[src/rtl/spi.sv]
// spi: memory-mapped SPI master, mode 0, MSB first, 8-bit frames.
// Build option SPI_IRQ_EN adds the level interrupt output spi_irpt (rx_valid & ie).

module spi #(
    parameter logic [15:0] DIV_RESET = 16'd3
) (
    input  logic        clk,
    input  logic        rst,
    input  logic        spi_valid,
    input  logic        spi_instr,
    input  logic [31:0] spi_addr,
    input  logic [31:0] spi_wdata,
    input  logic [3:0]  spi_wstrb,
    output logic [31:0] spi_rdata,
    output logic        spi_ready,
    output logic        spi_sclk,
    output logic        spi_mosi,
    input  logic        spi_miso,
    output logic        spi_cs_n
`ifdef SPI_IRQ_EN
    ,
    output logic        spi_irpt
`endif
);

    // state | meaning
    // IDLE  | no transfer in progress, sclk low
    // LOW   | sclk low half-period, mosi holds the current bit
    // HIGH  | sclk high half-period, miso bit already captured
    typedef enum logic [1:0] {
        IDLE = 2'd0,
        LOW  = 2'd1,
        HIGH = 2'd2
    } state_t;

    localparam logic [1:0] REG_DATA   = 2'd0;
    localparam logic [1:0] REG_STATUS = 2'd1;
    localparam logic [1:0] REG_CTRL   = 2'd2;

    state_t      state;
    logic [15:0] cnt;
    logic [2:0]  bits;
    logic [7:0]  shreg;
    logic [7:0]  rx_data;
    logic        rx_valid;
    logic [15:0] ctrl_div;
    logic        ctrl_cs;
    logic        ctrl_ie;
    logic [1:0]  miso_sync;

    logic        accept;
    logic        is_write;
    logic [1:0]  reg_sel;
    logic        busy;
    logic        tc;
    logic        done;
    logic        data_rd;
    logic        data_wr;
    logic        ctrl_wr;
    logic [31:0] rd_mux;
    logic        unused_bits;

    assign accept   = spi_valid & ~spi_ready;
    assign is_write = |spi_wstrb;
    assign reg_sel  = spi_addr[3:2];
    assign busy     = (state != IDLE);
    assign tc       = (cnt == 16'd0);
    assign done     = (state == HIGH) && tc && (bits == 3'd7);
    assign data_rd  = accept && !is_write && (reg_sel == REG_DATA);
    assign data_wr  = accept && is_write && (reg_sel == REG_DATA);
    assign ctrl_wr  = accept && is_write && (reg_sel == REG_CTRL);
    assign spi_cs_n = ~ctrl_cs;

    assign unused_bits = ^{spi_instr, spi_addr[31:4], spi_addr[1:0], spi_wdata[31:18]};

    // A DATA read landing on the completion cycle must see the byte being retired.
    always_comb begin
        rd_mux = '0;
        case (reg_sel)
            REG_DATA:   rd_mux[7:0]  = done ? shreg : rx_data;
            REG_STATUS: rd_mux[1:0]  = {rx_valid, busy};
            REG_CTRL:   rd_mux[17:0] = {ctrl_ie, ctrl_cs, ctrl_div};
            default:    rd_mux       = '0;
        endcase
    end

    always_ff @(posedge clk or negedge rst) begin
        if (!rst) begin
            miso_sync <= 2'b00;
        end else begin
            miso_sync <= {miso_sync[0], spi_miso};
        end
    end

    always_ff @(posedge clk or negedge rst) begin
        if (!rst) begin
            spi_ready <= 1'b0;
            spi_rdata <= '0;
            ctrl_div  <= DIV_RESET;
            ctrl_cs   <= 1'b0;
            ctrl_ie   <= 1'b0;
        end else begin
            spi_ready <= accept;
            spi_rdata <= (accept && !is_write) ? rd_mux : '0;
            if (ctrl_wr) begin
                if (spi_wstrb[0]) ctrl_div[7:0]  <= spi_wdata[7:0];
                if (spi_wstrb[1]) ctrl_div[15:8] <= spi_wdata[15:8];
                if (spi_wstrb[2]) begin
                    ctrl_cs <= spi_wdata[16];
                    ctrl_ie <= spi_wdata[17];
                end
            end
        end
    end

    always_ff @(posedge clk or negedge rst) begin
        if (!rst) begin
            rx_data  <= 8'h00;
            rx_valid <= 1'b0;
        end else if (done) begin
            rx_data  <= shreg;
            rx_valid <= ~data_rd;
        end else if (data_rd) begin
            rx_valid <= 1'b0;
        end
    end

    // cnt is a down-counter reloaded from div at every half-period boundary,
    // so a div change mid-transfer applies from the next half-period.
    // The shift register takes miso on the rising edge; its MSB is then the next tx bit.
    always_ff @(posedge clk or negedge rst) begin
        if (!rst) begin
            state    <= IDLE;
            cnt      <= '0;
            bits     <= 3'd0;
            shreg    <= 8'h00;
            spi_sclk <= 1'b0;
            spi_mosi <= 1'b0;
        end else begin
            case (state)
                IDLE: begin
                    if (data_wr) begin
                        state    <= LOW;
                        shreg    <= spi_wdata[7:0];
                        spi_mosi <= spi_wdata[7];
                        cnt      <= ctrl_div;
                        bits     <= 3'd0;
                        spi_sclk <= 1'b0;
                    end
                end
                LOW: begin
                    if (tc) begin
                        state    <= HIGH;
                        spi_sclk <= 1'b1;
                        shreg    <= {shreg[6:0], miso_sync[1]};
                        cnt      <= ctrl_div;
                    end else begin
                        cnt <= cnt - 16'd1;
                    end
                end
                HIGH: begin
                    if (tc) begin
                        spi_sclk <= 1'b0;
                        cnt      <= ctrl_div;
                        if (bits == 3'd7) begin
                            state <= IDLE;
                        end else begin
                            state    <= LOW;
                            bits     <= bits + 3'd1;
                            spi_mosi <= shreg[7];
                        end
                    end else begin
                        cnt <= cnt - 16'd1;
                    end
                end
                default: begin
                    state    <= IDLE;
                    spi_sclk <= 1'b0;
                end
            endcase
        end
    end

`ifdef SPI_IRQ_EN
    always_ff @(posedge clk or negedge rst) begin
        if (!rst) begin
            spi_irpt <= 1'b0;
        end else begin
            spi_irpt <= rx_valid & ctrl_ie;
        end
    end
`endif

endmodule

[config.mk]
export PLATFORM = sky130hd
export DESIGN_NAME = spi
export DESIGN_NICKNAME = d
export VERILOG_FILES = /design/src/rtl/spi.sv
export SDC_FILE = /design/constraint.sdc
export NUM_CORES = 1
export LEC_CHECK = 0
export CAP_MARGIN = 20
export CELL_PAD_IN_SITES_DETAIL_PLACEMENT = 1
export CELL_PAD_IN_SITES_GLOBAL_PLACEMENT = 2
export CORE_ASPECT_RATIO = 0.6
export CORE_MARGIN = 2
export CORE_UTILIZATION = 28
export CTS_BUF_LIST = sky130_fd_sc_hd__clkbuf_8
export DETAILED_ROUTE_END_ITERATION = 10
export GPL_ROUTABILITY_DRIVEN = 1
export PLACE_DENSITY = 0.78
export SLEW_MARGIN = 20
export SYNTH_ARGS = -nofsm -noshare
export SYNTH_HDL_FRONTEND = slang
export SYNTH_SLANG_ARGS = --single-unit
[constraint.sdc]
create_clock -name clk -period 2.1 [get_ports clk]
set_input_delay 0.42 -clock clk [delete_from_list [all_inputs] [get_ports clk]]
set_output_delay 0.42 -clock clk [all_outputs]
set_load 0.02 [all_outputs]
==> impl_metrics.py <==
metrics = {
    "global_route": {
        "grt_usage_pct": 14.7,
        "overflow": 0,
        "grt_max_degree": 34,
        "antenna_found_initial": 0,
        "grt_pass1_vias": 3118,
        "grt_pass1_wl_um": 16700,
    },
    "worst_setup_path": {
        "worstSetupPathType": "flop to flop",
        "r2r-start": "cnt[1]$_DFFE_PN0P_",
        "path_depth": 8,
        "startpoint_type": "flop",
        "endpoint": "shreg[2]$_DFFE_PN0P_",
        "cp_slowest_stage_delay_ns": 0.40,
        "cp.arrival_ns": 2.35,
        "reg2reg_depth": 8,
        "critPathMaxFanout": 8,
        "worstSetupEndpointType": "flop",
        "timing.rr.end": "shreg[2]$_DFFE_PN0P_",
        "startpoint": "cnt[1]$_DFFE_PN0P_",
        "worstPathBufferInverterCount": 2,
        "slowest_stage": "dfrtp_1",
        "r2r_slack_ns": -0.002,
        "cp_cell_sequence": "inv_2 -> ha_4 -> nor4b_4 -> buf_4 -> and4_4 -> mux2i_4 -> nor2_8 -> mux2_1",
        "crit_family": "simple AND/OR/NAND/NOR gates",
        "cp.required_ns": 2.35,
    },
    "synthesis": {
        "synth_area_leaders": "dfrtp_1, mux2_2, buf_4",
        "yosysWarnings": 0,
        "synthTopCellsByCount": "dfrtp_1, mux2_2, nor2_1",
        "yosysMostFrequentCell": "dfrtp_1",
        "yosysTopAreaCell": "dfrtp_1",
        "synth_seq_cells": 78,
        "async_flop_share_pct": 100,
        "yosys.area.top_type_share_pct": 49.6,
        "synth_edf_count": 0,
        "syn_avg_cell_area_sq_um": 11.6,
        "synth_ff_type": "dfrtp_1",
        "synthesis.area_sq_um": 3830,
        "netlist_instances": 332,
        "synth_cell_types": 55,
        "ys_seq_area_share_pct": 51.0,
    },
    "clocking": {
        "cts.sinks": 78,
        "cts.htree.levels": 3,
        "clock_latency_ns": 0.36,
        "cts_buffer_depth": 2,
        "cts.clk_slew.worst_paths_ns": 0.08,
        "numCtsBuffers": 9,
        "cts_root_buffer": "clkbuf_8",
        "cts_tree": "done",
    },
    "routing": {
        "via_per_inst": 4.73,
        "drt-initial-drc-count": 80,
        "route.detailed.drc": 0,
        "drt_pre_antenna_iters": 4,
        "ant_nets": 0,
        "num_vias": 2896,
        "routed_wl_um": 10200,
        "wire_per_inst_um": 16.7,
    },
    "place": {
        "place_hpwl_um": 7490,
        "place_ws_ns": -0.232,
        "numPortBuffers": 49,
        "place_inst": 585,
        "place_congestion": 0.807,
        "place_area_sq_um": 4770,
    },
    "worst_hold_path": {
        "hp-class": "flop to flop",
        "min_path_cells": 0,
    },
    "floorplan": {
        "pin_count": 109,
        "start_util_pct": 28.4,
        "core_sq_um": 13500,
        "fp.dieH_um": 94.7,
        "num_rows": 33,
        "die_x_um": 155,
        "dieArea_sq_um": 14700,
    },
    "sta": {
        "timing.final.crit_share_pct": 100,
        "fin_tns_setup_ns": -0.00161,
        "finalHoldViolations": 0,
        "fmax_ghz": 0.476,
        "rsz0062_at_grt": "yes",
        "post-route-min-period_ns": 2.10,
        "finalSetupViolations": 1,
        "fin_skew_ns": 0.0131,
        "slew_violations": 0,
        "fin_ws_ns": -0.00161,
        "fin_hold_ws_ns": 0.365,
    },
    "final_layout": {
        "final_util_pct": 38.3,
        "fin_cells": 612,
        "syn_to_final_growth_pct": 34.9,
        "diodes": 0,
        "multiInputGateArea_sq_um": 1800,
        "final_area_sq_um": 5170,
        "layout-drive-gt1-share_pct": 29.5,
        "finalNetCount": 513,
        "area.sequential_sq_um": 1960,
        "n_fill_cell": 1472,
    },
    "power": {
        "p_total_mw": 5.93,
        "power_density_nw_per_um2": 1150,
        "leakagePower_nw": 2.30,
        "ir_drop_mv": 0.356,
    },
    "job": {
        "cap_violations": 0,
    },
    "run_status": {
        "violations": "negative setup slack",
        "status": "complete, but fails checks",
    },
}
per-layer routing:
metal  vias up  share of wire (%)  global-route usage, %  wire length, um
met5         -                  0                      0                0
met2        45                 43                   23.1             4440
met3        13                3.6                   3.95              370
met1      1481                 52                   20.6             5280
met4         0                1.2                   2.78              123
li1       1357                  -                      -                -
where the power goes:
group          switching, mW  total (mW)  internal (mW)
Combinational           1.19        2.37           1.18
Clock                  0.593        1.33          0.737
Sequential             0.369        2.22           1.85
Total                   2.15        5.93           3.78
flip-flops by register name, summed over array words and instances (netlist names), 2 cells and up:
register   count
bits           3
cnt           16
ctrl_div      16
miso_sync      2
rx_data        8
shreg          8
spi_rdata     18
final cells by class:
class                   instances  share of cell area [%]
flip-flops and latches         78                    37.8
clock buffers                  11                    2.93
multi-input cells             232                    34.8
repair buffers                100                    17.9
inverters                      12                   0.870
well taps                     175                    4.23
clock inverters                 4                    1.50
placed cells by master (no fill, tap or decap), types with 4 or more instances in the layout:
cell	netlist	layout
nand2_1	18	17
buf_4	17	46
ha_1	7	6
o21a_1	7	7
a22o_1	4	4
buf_12	0	4
mux2_4	8	10
mux2_1	8	6
o21ai_0	12	12
conb_1	1	14
clkdlybuf4s50_1	0	48
dfrtp_1	76	75
nand3_1	7	6
clkbuf_8	0	11
mux2_2	27	27
and2_1	9	9
o22ai_1	4	4
inv_1	12	10
nor2_1	27	27
nor3_1	6	6
a21oi_1	22	22
logic make-up (layout without fill, tap and decap cells):
logic type | after synthesis | count (layout) | synth area share (%)
buffers and inverters | 35 | 127 | 5.12
other | 1 | 14 | 0.0978
and+or+nand+nor | 94 | 94 | 15.2
muxes | 45 | 45 | 14.0
DFF | 78 | 78 | 51.0
adders and majority gates | 7 | 7 | 2.28
AOI/OAI and AO/OA | 72 | 72 | 12.3
worst min-delay path by stage:
stage,startpoint,endpoint
floorplan,rst,bits[0]$_DFFE_PN0P_
global placement,miso_sync[0]$_DFF_PN0_,miso_sync[1]$_DFF_PN0_
detailed placement,miso_sync[0]$_DFF_PN0_,miso_sync[1]$_DFF_PN0_
CTS,miso_sync[0]$_DFF_PN0_,miso_sync[1]$_DFF_PN0_
global route,miso_sync[0]$_DFF_PN0_,miso_sync[1]$_DFF_PN0_
finish,miso_sync[0]$_DFF_PN0_,miso_sync[1]$_DFF_PN0_
timing repair:
item                       in CTS  in global routing
setup buffers                   6                  5
gates cloned                    0                  0
gates resized for setup         5                 10
hold endpoints to repair        9                  0
hold buffers                    1                  0
setup endpoints to repair      13                 23
pin swaps                       1                  3
worst reg2reg max path, stage by stage (launching register included):
cell,delay [ns]
dfrtp_1,0.40
inv_2,0.10
ha_4,0.15
nor4b_4,0.26
buf_4,0.19
and4_4,0.23
mux2i_4,0.09
nor2_8,0.21
mux2_1,0.36
Power figures use the tool's default switching activity.
